[config.mk]
export PLATFORM = sky130hd
export DESIGN_NAME = fetch_unit
export DESIGN_NICKNAME = d
export VERILOG_FILES = /design/src/rtl/mips_fetch_pkg.sv /design/src/rtl/fetch_skid_buf.sv /design/src/rtl/fetch_unit.sv
export SDC_FILE = /design/constraint.sdc
export NUM_CORES = 1
export LEC_CHECK = 0
export ABC_AREA = 1
export BUFFER_PORTS_ARGS = -buffer_cell sky130_fd_sc_hd__clkbuf_2
export CORE_ASPECT_RATIO = 1.1
export CORE_MARGIN = 3
export CORE_UTILIZATION = 40
export DETAILED_ROUTE_END_ITERATION = 10
export PLACE_DENSITY = 0.59
export SYNTH_ARGS = -nofsm -noshare
export SYNTH_HDL_FRONTEND = slang
export SYNTH_SLANG_ARGS = --single-unit
[constraint.sdc]
create_clock -name clk -period 3.9 [get_ports clk]
set_clock_uncertainty 0.05 [all_clocks]
set_input_delay 0.585 -clock clk [delete_from_list [all_inputs] [get_ports clk]]
set_output_delay 0.585 -clock clk [all_outputs]
set_load 0.05 [all_outputs]
[src/rtl/mips_fetch_pkg.sv]
// mips_fetch_pkg: shared types and constants for the MIPS instruction fetch stage.
//   fetch_state_e  - fetch controller states
//   fetch_entry_t  - {inst, pc, pc_plus4} record passed to decode / held in the skid
//   INST_BYTES     - instruction size in bytes (PC increment)
//   DEFAULT_RESET_PC - default PC loaded on reset
package mips_fetch_pkg;

  localparam int          INST_BYTES       = 4;
  localparam logic [31:0] DEFAULT_RESET_PC = 32'h0000_0000;

  typedef enum logic [2:0] {
    IDLE,
    FETCH,
    DRAIN,
    HOLD,
    FAULT
  } fetch_state_e;

  typedef struct packed {
    logic [31:0] inst;
    logic [31:0] pc;
    logic [31:0] pc_plus4;
  } fetch_entry_t;

  // Sequential PC; 32-bit unsigned, wraps at 2^32.
  function automatic logic [31:0] next_pc(input logic [31:0] pc);
    return pc + 32'(INST_BYTES);
  endfunction

endpackage

[src/rtl/fetch_skid_buf.sv]
// fetch_skid_buf: one-entry holding register for a fetched word that arrived
// while decode was stalled with the output register already occupied.
//   clk, rst_n : clock, synchronous active-low reset
//   load       : capture din, mark full
//   unload     : entry consumed, mark empty
//   clear      : discard entry (redirect); wins over load/unload
//   din/dout   : {inst, pc, pc_plus4}
//   full       : entry valid
module fetch_skid_buf
  import mips_fetch_pkg::*;
(
  input  logic         clk,
  input  logic         rst_n,
  input  logic         load,
  input  logic         unload,
  input  logic         clear,
  input  fetch_entry_t din,
  output fetch_entry_t dout,
  output logic         full
);

  always_ff @(posedge clk) begin
    if (!rst_n) begin
      full <= 1'b0;
      dout <= '0;
    end else if (clear) begin
      full <= 1'b0;
    end else if (load) begin
      full <= 1'b1;
      dout <= din;
    end else if (unload) begin
      full <= 1'b0;
    end
  end

endmodule

[src/rtl/fetch_unit.sv]
// fetch_unit: MIPS instruction fetch stage. Owns the PC, fetches words over a
// req/ack handshake, and presents {inst, inst_pc, pc_plus4} to decode with a
// one-entry skid for back-pressure. Redirects discard in-flight fetches.
//   clk, rst_n        : clock, synchronous active-low reset
//   imem_req/addr     : fetch request, held with stable word address until ack
//   imem_ack/rdata    : memory completion and instruction word
//   redirect_valid/pc : branch/jump redirect pulse and target
//   stall             : decode cannot accept this cycle
//   inst_valid, inst, inst_pc, pc_plus4 : registered output to decode
//   align_fault       : sticky misaligned-redirect flag
// Build option FETCH_ALIGN_CHECK_EN: misaligned redirect targets raise
// align_fault and park the unit in FAULT until reset. Without it the target's
// low two bits are forced to zero and align_fault stays 0.
module fetch_unit
  import mips_fetch_pkg::*;
#(
  parameter logic [31:0] RESET_PC = DEFAULT_RESET_PC
) (
  input  logic        clk,
  input  logic        rst_n,
  output logic        imem_req,
  output logic [31:0] imem_addr,
  input  logic        imem_ack,
  input  logic [31:0] imem_rdata,
  input  logic        redirect_valid,
  input  logic [31:0] redirect_pc,
  input  logic        stall,
  output logic        inst_valid,
  output logic [31:0] inst,
  output logic [31:0] inst_pc,
  output logic [31:0] pc_plus4,
  output logic        align_fault
);

  fetch_state_e state;
  logic [31:0]  pc;
  logic [31:0]  drain_addr;
  fetch_entry_t out_q;
  fetch_entry_t fetched;
  fetch_entry_t skid_q;
  logic         skid_full;
  logic         skid_load;
  logic         skid_unload;
  logic [31:0]  rpc;
  logic         misaligned;
  logic         go_fault;

`ifdef FETCH_ALIGN_CHECK_EN
  assign rpc        = redirect_pc;
  assign misaligned = |redirect_pc[1:0];
`else
  logic unused_rpc_lo;
  assign unused_rpc_lo = ^redirect_pc[1:0];
  assign rpc           = {redirect_pc[31:2], 2'b00};
  assign misaligned    = 1'b0;
`endif

  // A fault already latched stays in force across later redirects.
  assign go_fault = align_fault | misaligned;

  assign fetched = '{inst: imem_rdata, pc: pc, pc_plus4: next_pc(pc)};

  // Request decode is purely from registered state.
  assign imem_req  = (state == FETCH) || (state == DRAIN);
  assign imem_addr = (state == DRAIN) ? drain_addr : pc;

  assign inst     = out_q.inst;
  assign inst_pc  = out_q.pc;
  assign pc_plus4 = out_q.pc_plus4;

  // Skid only fills when a word lands while the output is occupied and stalled.
  assign skid_load   = (state == FETCH) && imem_ack && !redirect_valid
                       && inst_valid && stall;
  assign skid_unload = (state == HOLD) && !stall && !redirect_valid;

  fetch_skid_buf u_skid (
    .clk    (clk),
    .rst_n  (rst_n),
    .load   (skid_load),
    .unload (skid_unload),
    .clear  (redirect_valid),
    .din    (fetched),
    .dout   (skid_q),
    .full   (skid_full)
  );

  always_ff @(posedge clk) begin
    if (!rst_n) begin
      state       <= IDLE;
      pc          <= RESET_PC;
      drain_addr  <= '0;
      out_q       <= '0;
      inst_valid  <= 1'b0;
      align_fault <= 1'b0;
    end else begin
      // Output consumed; reloaded below if new data arrives.
      if (inst_valid && !stall) inst_valid <= 1'b0;

      case (state)
        IDLE: state <= FETCH;
        FETCH: begin
          if (imem_ack) begin
            pc <= next_pc(pc);
            if (!inst_valid || !stall) begin
              out_q      <= fetched;
              inst_valid <= 1'b1;
            end else begin
              state <= HOLD;
            end
          end
        end
        HOLD: begin
          if (!stall) begin
            out_q      <= skid_q;
            inst_valid <= skid_full;
            state      <= FETCH;
          end
        end
        DRAIN: begin
          // Stale word is dropped; resume (or park) once it completes.
          if (imem_ack) state <= align_fault ? FAULT : FETCH;
        end
        FAULT: ;
        default: state <= IDLE;
      endcase

      // Redirect overrides everything above, including stall.
      if (redirect_valid && state != FAULT) begin
        inst_valid <= 1'b0;
        pc         <= rpc;
        if (misaligned) align_fault <= 1'b1;
        if ((state == FETCH || state == DRAIN) && !imem_ack) begin
          // Old request still open: keep its address until memory answers.
          state <= DRAIN;
          if (state == FETCH) drain_addr <= pc;
        end else begin
          state <= go_fault ? FAULT : FETCH;
        end
      end
    end
  end

endmodule

* Word-level counts from Yosys, hierarchy flattened
Cells that the tools add are included.
Operators by class: equal/unequal tests 13, reduce and logical (&&, ||, !) cells 28, bitwise gates (word level) 2, add/sub/neg operators 1, muxes and demuxes 22
Operator list (count):
- two-way mux 96 bit | 3
- case mux 96 bit (2 select lines) | 1
- two-way mux 32 bit | 4
- adder 32 x 3 -> 32 bit, second input constant | 1
- two-way mux 3 bit | 5
- case mux 3 bit (5 select lines) | 1
- != test 3 bit, second input constant | 4
- logical AND 1 bit | 9
- != test 2 bit, second input constant | 4
- nonzero test 2 bit | 4
- equality test 3 x 2 -> 1 bit, second input constant | 2
- two-way mux 1 bit | 6
- AND reduction 2 bit | 3
- AND reduction 5 bit | 1
- zero test 1 bit | 4
- AND reduction 4 bit | 1
- OR reduction 2 bit | 2
- equality test 3 x 1 -> 1 bit, second input constant | 1
- equality test 3 bit, second input constant | 1
- zero test 3 bit | 1
- != test 3 x 2 -> 1 bit, second input constant | 1
- AND reduction 3 bit | 1
- logical OR 1 bit | 2
- two-way mux 2 bit | 1
- 2 further kinds | 3
Storage, ports and cells: input port bits 69, register bits 261, logic and storage cells 78

* Logic depth before layout (Yosys ltp)
Gate-level depths: netlist of run 1.
depth after elaboration 6, depth in mapped cells 11, depth with buffers taken out 10

* Modules after synthesis
From an unflattened synthesis of run 1, not the netlist that was laid out.
Unflattened totals: cell total of the unflattened synthesis 1743, area total of the unflattened synthesis 11808.8 µm²
By module, submodules not included:
- fetch_unit | cells each 1117, area an instance 7698.6 µm², times used 1, sequential area each 3183.1 µm²
- fetch_skid_buf | cells each 626, area an instance 4110.2 µm², times used 1, sequential area each 1941.9 µm²

* Least setup slack after synthesis of run 1
Ideal clock, no wire load.
path type reg2out, from register state[0], to output port imem_addr[10], arrival 2.031 ns, cell stages (with the launch flop) 6, slack 1.234 ns, data required time 3.265 ns, cells stage by stage dfxtp_1 > inv_1 > ha_1 > clkbuf_1 > clkbuf_1 > o21ai_0
Between the ends: cells in the longest elaborated chain, start to end 2
RTL lines:
- start: declaration | RTL line fetch_unit.sv:35 | fetch_state_e state;
- start signal: assignment | RTL line fetch_unit.sv:121 | if (imem_ack) state <= align_fault ? FAULT : FETCH;
- start signal: assignment | RTL line fetch_unit.sv:137 | state <= go_fault ? FAULT : FETCH;
- equality test 3 x 2 -> 1 bit | RTL line fetch_unit.sv:65 | assign imem_addr = (state == DRAIN) ? drain_addr : pc;
- two-way mux 32 bit | RTL line fetch_unit.sv:65
- end: declaration | RTL line fetch_unit.sv:22 | output logic [31:0] imem_addr,
No other way between the ends.

* Final worst setup path of run 1
from register state[0], to output port imem_addr[28]
Same word-level chain as after synthesis.

==> results of run 1 <==
## flip-flops by register name, summed over array words and instances, names as in the netlist
register / cells
inst_pc: 30
inst_valid: 1
u_skid.full: 1
u_skid.dout: 92
drain_addr: 30
pc: 30
state: 2
pc_plus4: 30
inst: 32
## power by group through the flow
| stage | sequential, W | combinational (W) | clock, W |
|---|---|---|---|
| 2_1_floorplan | 0.00352 | 0.000668 | 0 |
| 3_3_place_gp | 0.00294 | 0.00166 | 0 |
| 3_5_place_dp | 0.00294 | 0.00166 | 0 |
| 4_1_cts | 0.00289 | 0.00167 | 0.00248 |
| 5_1_grt | 0.00292 | 0.00178 | 0.00258 |
| 6_report | 0.00289 | 0.00165 | 0.00244 |
## path summary, 6_finish.rpt
kind	to	slack (ns)	cells past startpoint
max	imem_addr[28]	0.79	4
min	u_skid.dout[85]	0.24	3
min reg2reg	inst_pc[23]	0.41	2
max reg2reg	inst_pc[18]	1.58	8
## cell type report
type / instances / area [µm²] / share of cell area, %
clock buffer: 38 / 767 / 6.10
tap: 352 / 440 / 3.50
clock inverter: 5 / 53.8 / 0.428
sequential: 248 / 4960 / 39.5
multi-input combinational: 1056 / 4900 / 39.0
timing repair buffer: 205 / 1090 / 8.68
inverter: 95 / 357 / 2.84
## metal layers
metal,share of wire (%),global-route usage (%)
met4,3.1,7.15
met3,4.8,2.75
met5,0,0
met1,45,28.1
met2,47,36.4
## cells in the mapped netlist, types with 3 or more instances
| master | instances | area (µm²) |
|---|---|---|
| nor2_2 | 5 | 31.3 |
| o21ai_1 | 65 | 325 |
| a31oi_1 | 73 | 457 |
| o21ai_0 | 198 | 991 |
| buf_1 | 7 | 26.3 |
| dfxtp_1 | 248 | 4960 |
| inv_1 | 91 | 342 |
| nor2_1 | 162 | 608 |
| nand2_1 | 348 | 1310 |
| nand3_1 | 24 | 120 |
| buf_2 | 19 | 95.1 |
| inv_2 | 3 | 11.3 |
| clkbuf_1 | 70 | 263 |
| buf_4 | 18 | 135 |
| and2_1 | 3 | 18.8 |
| a21oi_1 | 141 | 706 |
| xor2_1 | 14 | 123 |
| ha_1 | 5 | 62.6 |
## kinds of logic after synthesis
family / Yosys count / synth area share [%]
buffers and inverters: 210 / 8.23
AND/OR/NAND/NOR: 548 / 20.0
other: 1 / 0.0350
adder cells (fa/ha/maj): 5 / 0.585
XOR/XNOR: 15 / 1.23
AO/OA/AOI/OAI: 481 / 23.5
flip-flops: 248 / 46.4
## critical path: stages (launching register included)
cell	delay (ns)
dfxtp_1	0.37
inv_1	0.08
ha_2	0.73
o21ai_0	0.41
clkbuf_2	0.34
## metrics by stage
step / total power, W / util (%) / instances
finish: 0.00698 / 47.9 / 1999
global route: 0.00728 / 47.9 / 1999
CTS: 0.00704 / 47.9 / 1999
detailed placement: 0.00461 / 44.8 / 1956
global placement: 0.00460 / 44.8 / 1956
floorplan: 0.00418 / - / 1514
==> results.json, run 1 <==
{
  "status": "completed",
  "num_io_pins": 200,
  "synth_seq_cells": 248,
  "core_area_um2": 26200,
  "dieArea_um2": 28700,
  "place_ws_ns": 1.35,
  "wire_per_inst_um": 15.9,
  "netlist_area_um2": 10700,
  "num_rows": 62,
  "syn_inst": 1508,
  "power_leakage_nw": 5.44,
  "cts_tree": "yes",
  "drv_cap": 0,
  "drc": 0,
  "first_pass_iters": 5,
  "synth.distinct_cells": 30,
  "fmax_mhz": 321,
  "pwr-share-clk_pct": 34.9,
  "fin_area_um2": 12600,
  "vias": 10154,
  "place_congestion": 0.855,
  "rsz0062_at_grt": "false",
  "pwr_density_cell_nw_per_um2": 555,
  "relSlewSlack_pct": 24.4,
  "maxSlewViolCount": 0,
  "placed_area_um2": 11800,
  "cts_made_buffers": 27,
  "htreeDepth": 1,
  "fillers": 2751,
  "ys_seq_area_share_pct": 46.4,
  "layout_common_cells": "nand2_1, dfxtp_1, o21ai_0, clkbuf_2, nor2_1",
  "p_sw_share_pct": 35.1,
  "synthArstFlopShare_pct": 0,
  "setup_slack_ns": 0.788,
  "die_y_um": 178,
  "tns_ns": 0,
  "ys.flop_type": "dfxtp_1",
  "crit_path_end_kind": "output port",
  "max_slew.worst_pin.slew_ns": 1.13,
  "ant_nets": 0,
  "grt_pass1_wl_um": 50200,
  "power.internal_w": 0.00453,
  "fin_nets": 1707,
  "syn_avg_cell_area_um2": 7.09,
  "drive_above_1_share_pct": 15.8,
  "cts.clk_slew.worst_paths_ns": 0.06,
  "cts_num_sinks": 248,
  "critPathLaunchType": "flip-flop",
  "port_buffers": 190,
  "p_seq_share_pct": 41.4,
  "switching_power_w": 0.00245,
  "setup_viol": 0,
  "final_common_cell": "nand2_1",
  "hp-start": "imem_rdata[21]",
  "fin_crit_sh_pct": 79.8,
  "worstSkewPairLatency_ns": 0.54,
  "ir_drop_mv": 0.285,
  "rr_startpoint": "state[0]",
  "clockBufferDepth": 3,
  "routed_wl_um": 31700,
  "grt_start_max_net_pins": 126,
  "cts_root_buffer": "clkbuf_16",
  "track_usage_pct": 21.4,
  "first_global_vias": 9511,
  "critical_path_arrival_ns": 2.48,
  "antenna_cells": 0,
  "cts_hold_buf": 0,
  "p_comb_share_pct": 23.7,
  "gr-total-overflow": 0,
  "die_x_um": 162,
  "synth-edff-count": 0,
  "antenna_found_initial": 0,
  "hold_viol": 0,
  "period_needed_ns": 3.11,
  "fin_hold_ws_ns": 0.244,
  "syn_to_final_growth_pct": 17.5,
  "dp.final_hpwl_um": 20200,
  "critical_path_class": "flip-flop to output port",
  "hold_path_class": "input pin to flip-flop",
  "vias_per_cell": 5.08,
  "ys_warn_count": 0,
  "cts_setup_buffers": 0,
  "initial_core_util_pct": 40.8,
  "crit_path_start": "state[0]",
  "cp.required_ns": 3.26,
  "post_cts_resized": 0,
  "drtIter0Drc": 732,
  "worst-path-max-fanout": 44
}
(Power assumes the default switching activity.)
==> run 2, diff against run 1 <==
--- a/config.mk
+++ b/config.mk
@@ -5,13 +5,13 @@
 export SDC_FILE = /design/constraint.sdc
 export NUM_CORES = 1
 export LEC_CHECK = 0
-export ABC_AREA = 1
+export ABC_AREA = 0
 export BUFFER_PORTS_ARGS = -buffer_cell sky130_fd_sc_hd__clkbuf_2
 export CORE_ASPECT_RATIO = 1.1
 export CORE_MARGIN = 3
 export CORE_UTILIZATION = 40
 export DETAILED_ROUTE_END_ITERATION = 10
-export PLACE_DENSITY = 0.59
+export PLACE_DENSITY = 0.6
 export SYNTH_ARGS = -nofsm -noshare
 export SYNTH_HDL_FRONTEND = slang
 export SYNTH_SLANG_ARGS = --single-unit
==> constraint.sdc (replaced) <==
create_clock -name clk -period 2.75 [get_ports clk]
set_clock_uncertainty 0.05 [all_clocks]
set_input_delay 0.4125 -clock clk [delete_from_list [all_inputs] [get_ports clk]]
set_output_delay 0.4125 -clock clk [all_outputs]
set_load 0.05 [all_outputs]
==> run 2 against run 1 <==
  * First-iteration DRC count increased by 30%
  * Largest cell class is now multi-input combinational cells
  * Wire length up 15%
  * Design area up 11%
==> results.json, run 2 <==
{
  "status": "completed",
  "cts.clk_slew.worst_paths_ns": 0.06,
  "cts_root_buffer": "clkbuf_16",
  "p_sw_share_pct": 34.1,
  "cp_slowest_stage_delay_ns": 0.45,
  "cp.required_ns": 2.29,
  "wire_per_inst_um": 18.7,
  "power_leakage_nw": 5.12,
  "rsz0062_at_grt": "false",
  "p_comb_share_pct": 24.7,
  "num_io_pins": 200,
  "first_pass_iters": 7,
  "die_y_um": 186,
  "slowest_stage": "dfxtp_1",
  "synth.distinct_cells": 65,
  "num_rows": 65,
  "grt_start_max_net_pins": 82,
  "syn_avg_cell_area_um2": 8.26,
  "fin_area_um2": 14000,
  "syn_to_final_growth_pct": 19.1,
  "setup_viol": 0,
  "fin_crit_sh_pct": 98.0,
  "initial_core_util_pct": 40.8,
  "power.internal_w": 0.00678,
  "port_buffers": 190,
  "cts_tree": "yes",
  "crit_buf_inv": 3,
  "synth-edff-count": 0,
  "synthTopCellsByArea": "dfxtp_1, nand2_1, mux2i_1",
  "post_cts_resized": 0,
  "critPathLaunchType": "flip-flop",
  "synth_seq_cells": 248,
  "period_needed_ns": 2.69,
  "crit_path_end_kind": "output port",
  "layout_common_cells": "dfxtp_1, nand2_1, clkbuf_2, a21oi_1, o21ai_0",
  "track_usage_pct": 22.0,
  "cts_hold_buf": 0,
  "syn_inst": 1422,
  "first_global_vias": 9961,
  "dp.final_hpwl_um": 24300,
  "synthArstFlopShare_pct": 0,
  "drtIter0Drc": 952,
  "clockBufferDepth": 3,
  "critical_path_class": "flip-flop to output port",
  "switching_power_w": 0.00351,
  "grt_pass1_wl_um": 55900,
  "ir_drop_mv": 0.445,
  "pwr-share-clk_pct": 36.3,
  "met3WireLength_um": 1850,
  "yosys-top-cells-count": "dfxtp_1, nand2_1, a21oi_1",
  "largest-register": "u_skid.dout",
  "cts_num_sinks": 248,
  "htreeDepth": 1,
  "synth.most_common_cell": "dfxtp_1",
  "cts_made_buffers": 28,
  "drc": 0,
  "largest_register_ffs": 92,
  "fin_nets": 1632,
  "crit_chain": "inv_1 -> ha_1 -> buf_12 -> o21ai_0 -> clkbuf_2",
  "fmax_mhz": 371,
  "wl_met1_um": 16100,
  "routed_wl_um": 36300,
  "critical_path_arrival_ns": 2.23,
  "worst-path-max-fanout": 36,
  "placed_area_um2": 13100,
  "max_slew.worst_pin.slew_ns": 0.854,
  "vias": 10905,
  "relSlewSlack_pct": 43.1,
  "gr-total-overflow": 0,
  "ys.flop_type": "dfxtp_1",
  "dieArea_um2": 31400,
  "maxSlewViolCount": 0,
  "drv_cap": 0,
  "p_seq_share_pct": 39.0,
  "synth_top_area_share_pct": 42.3,
  "pwr_density_cell_nw_per_um2": 735,
  "cts_setup_buffers": 0,
  "cpLargestDelayFamily": "buffers and inverters",
  "tns_ns": 0,
  "p_total_w": 0.0103,
  "antenna_found_initial": 0,
  "drive_above_1_share_pct": 22.0,
  "netlist_area_um2": 11700,
  "yosys.area.top_type": "dfxtp_1",
  "final_core_util_pct": 48.6,
  "ys_seq_area_share_pct": 42.3,
  "core_area_um2": 28800,
  "place_congestion": 0.871,
  "wl_met2_um": 17400,
  "worstSkewPairLatency_ns": 0.54,
  "hold_path_class": "input pin to flip-flop",
  "ys_warn_count": 0,
  "ant_nets": 0,
  "final_common_cell": "dfxtp_1",
  "die_x_um": 169,
  "hold_viol": 0,
  "top_layer": "met4",
  "vias_per_cell": 5.60
}
[run 2: power by group through the flow]
stage               Sequential [W]  Clock (W)  Combinational, W
floorplan                  0.00474          0           0.00117
global placement           0.00408          0           0.00253
detailed placement         0.00409          0           0.00255
CTS                        0.00401    0.00384           0.00255
global route               0.00404    0.00398           0.00270
finish                     0.00401    0.00374           0.00254
[run 2: final cells by class]
class,instances,area (µm²)
diodes,1,2.50
multi-input cells,1012,6050
well taps,368,460
clock buffers,40,817
inverters,13,51.3
repair buffers,255,1540
flip-flops and latches,248,4960
fillers,2868,14800
clock inverters,9,104
[run 2: metrics by stage]
| step | hold WS, ns | cells | setup slack [ns] |
|---|---|---|---|
| after CTS | 0.0330 | 1945 | 0.0847 |
| after detailed placement | 0.396 | 1896 | 0.407 |
| after floorplan | 0.383 | 1428 | 0.188 |
| final | 0.0508 | 1946 | 0.0561 |
| after global placement | 0.388 | 1896 | 0.401 |
| after global routing | 0.0489 | 1945 | 0.00230 |
[run 2: path summary, 6_finish.rpt]
path	depth (start not counted)	endpoint	startpoint	slack, ns
min reg2reg	2	drain_addr[15]	drain_addr[15]	0.40
max reg2reg	9	inst[2]	state[1]	0.39
min	3	u_skid.dout[88]	imem_rdata[24]	0.05
max	5	imem_addr[28]	state[0]	0.06
[run 2: kinds of logic after synthesis]
kind of cell | share of synthesized area [%]
flops | 42.3
fa+ha+maj | 0.533
xor+xnor | 1.42
mux | 7.71
buf+inv | 6.67
other cells | 0.0319
compound gates | 20.3
simple gates | 21.0
[run 2: per-layer routing]
metal | vias to the layer above | track usage, %
met3 | 64 | 2.57
met1 | 5114 | 29.6
met5 | - | 0
li1 | 5379 | -
met2 | 348 | 37.6
met4 | 0 | 6.09
[run 2: worst min-delay path, delay by kind of cell]
kind                   cells  cell delay (ns)
buffers and inverters      1             0.09
and+or+nand+nor            1             0.05
AOI/OAI and AO/OA          1             0.05
==> run 3, diff against run 2 <==
--- a/config.mk
+++ b/config.mk
@@ -9,9 +9,9 @@
 export BUFFER_PORTS_ARGS = -buffer_cell sky130_fd_sc_hd__clkbuf_2
 export CORE_ASPECT_RATIO = 1.1
 export CORE_MARGIN = 3
-export CORE_UTILIZATION = 40
+export CORE_UTILIZATION = 50
 export DETAILED_ROUTE_END_ITERATION = 10
-export PLACE_DENSITY = 0.6
+export PLACE_DENSITY = 0.73
 export SYNTH_ARGS = -nofsm -noshare
 export SYNTH_HDL_FRONTEND = slang
 export SYNTH_SLANG_ARGS = --single-unit
==> run 3 against run 2 <==
  * Clock power grew 1%
  * Design area shrank 0.39%
  * Non-clock buffer count is the same
  * Sequential power is essentially flat
  * Register-to-register slack lost 0.05 ns
  * Combinational power is essentially flat
  * Maximum frequency grew 1.8%
  * Via count grew 2.0%
  * Die area shrank 19%
  * Critical path depth is the same
  * Largest cell class unchanged
  * Highest routed layer unchanged
==> results.json, run 3 (synthesis gave the netlist of run 2 again) <==
{
  "grt_pass1_wl_um": 54000,
  "cp.required_ns": 2.29,
  "worstSkewPairLatency_ns": 0.53,
  "first_global_vias": 10025,
  "num_rows": 58,
  "vias": 11128,
  "maxSlewViolCount": 0,
  "die_x_um": 152,
  "hold_path_class": "input pin to flip-flop",
  "syn_to_final_growth_pct": 18.7,
  "cts_num_sinks": 248,
  "min_path_cells": 3,
  "post_cts_resized": 0,
  "cts_root_buffer": "clkbuf_16",
  "relSlewSlack_pct": 56.5,
  "grt_start_max_net_pins": 83,
  "htreeDepth": 1,
  "r2r_end": "pc[22]",
  "period_needed_ns": 2.65,
  "p_comb_share_pct": 24.4,
  "final_common_cell": "dfxtp_1",
  "first_pass_iters": 8,
  "initial_core_util_pct": 51.0,
  "clockBufferDepth": 3,
  "placed_area_um2": 13000,
  "p_sw_share_pct": 33.4,
  "place_ws_ns": 0.345,
  "setup_slack_ns": 0.105,
  "largest_register_ffs": 92,
  "cts_tree": "yes",
  "critical_path_arrival_ns": 2.18,
  "cts_setup_buffers": 0,
  "fin_crit_sh_pct": 96.2,
  "rr_startpoint": "state[0]",
  "critical_path_class": "flip-flop to output port",
  "place_congestion": 0.893,
  "fin_nets": 1630,
  "rr_worst_depth": 5,
  "switching_power_w": 0.00345,
  "worst-path-max-fanout": 36,
  "layout_common_cells": "dfxtp_1, nand2_1, clkbuf_2, a21oi_1, o21ai_0",
  "routed_wl_um": 34100,
  "status": "completed",
  "vias_per_cell": 5.93,
  "critPathLaunchType": "flip-flop",
  "fmax_mhz": 378,
  "antenna_cells": 0,
  "wire_per_inst_um": 18.2,
  "hp-start": "imem_rdata[18]",
  "power_leakage_nw": 5.14,
  "drv_cap": 0,
  "drive_above_1_share_pct": 22.0,
  "drc": 0,
  "crit_path_end_kind": "output port",
  "rsz0062_at_grt": "false",
  "num_io_pins": 200,
  "setup_viol": 0,
  "cp_slowest_stage_delay_ns": 0.45,
  "cts.clk_slew.worst_paths_ns": 0.06,
  "drtIter0Drc": 918,
  "port_buffers": 190,
  "dp.final_hpwl_um": 22700,
  "pwr_density_cell_nw_per_um2": 741,
  "cts_made_buffers": 26,
  "gr-total-overflow": 0,
  "dieArea_um2": 25400,
  "core_area_um2": 23000,
  "track_usage_pct": 25.2,
  "r2r_setup_slack_ns": 0.34,
  "ant_nets": 0,
  "antenna_found_initial": 0,
  "crit_chain": "inv_1 -> ha_1 -> buf_12 -> o21ai_0 -> clkbuf_2",
  "power.internal_w": 0.00688,
  "fin_hold_ws_ns": 0.0697,
  "hold_end": "u_skid.dout[82]",
  "die_y_um": 167,
  "largest-register": "u_skid.dout",
  "hold_viol": 0,
  "fin_area_um2": 13900,
  "cts_hold_buf": 0,
  "slowest_stage": "dfxtp_1",
  "tns_ns": 0,
  "ir_drop_mv": 0.463,
  "p_total_w": 0.0103,
  "p_seq_share_pct": 38.9,
  "pwr-share-clk_pct": 36.7,
  "fillers": 2018,
  "max_slew.worst_pin.slew_ns": 0.652
}
## run 3: changes by cell type in the layout (fill, tap and decap cells not counted)
cell / delta
clkinvlp_4: -1
diode_2: -1
clkbuf_16: -2
buf_4: -2
bufinv_16: +2
clkinv_4: -1
clkbuf_8: +1
buf_12: +2
## run 3: power by group through the flow
stage	logic [W]	clock network, W	registers (W)
final	0.00251	0.00379	0.00402
after global routing	0.00267	0.00399	0.00405
after CTS	0.00252	0.00383	0.00402
after detailed placement	0.00251	0	0.00410
after global placement	0.00249	0	0.00409
after floorplan	0.00117	0	0.00474
## run 3: area by class of cell
type / instances / area [µm²] / share of cell area [%]
multi-input combinational: 1012 / 6050 / 43.4
sequential: 248 / 4960 / 35.6
clock buffer: 39 / 781 / 5.60
tap: 300 / 375 / 2.69
timing repair buffer: 255 / 1560 / 11.2
clock inverter: 9 / 148 / 1.06
inverter: 13 / 51.3 / 0.368
## run 3: through the flow
step,std cells,util (%)
after floorplan,1428,-
after global placement,1828,56.5
after detailed placement,1828,56.5
after CTS,1876,60.6
after global routing,1876,60.6
final,1876,60.6
## run 3: routing by layer
metal / global-route usage [%] / vias up / wire [µm]
met5: 0 / - / 0
li1: - / 5357 / -
met3: 3.77 / 93 / 2560
met4: 8.99 / 0 / 1150
met2: 41.8 / 472 / 16300
met1: 33.7 / 5206 / 14100
## run 3: worst max path at each step
stage / from / end / slack [ns]
after floorplan: state[0] / imem_addr[17] / 0.19
after global placement: state[1] / inst_pc[28] / 0.39
after detailed placement: state[1] / inst[22] / 0.34
after CTS: state[0] / imem_addr[2] / 0.10
after global routing: state[0] / imem_addr[2] / 0.04
final: state[0] / imem_addr[2] / 0.10
## run 3: critical path, delay by kind of cell, from the launching register on
family	cells	cell delay, ns
buffers and inverters	3	0.60
adder cells (fa/ha/maj)	1	0.23
AO/OA/AOI/OAI	1	0.36
flip-flops	1	0.45
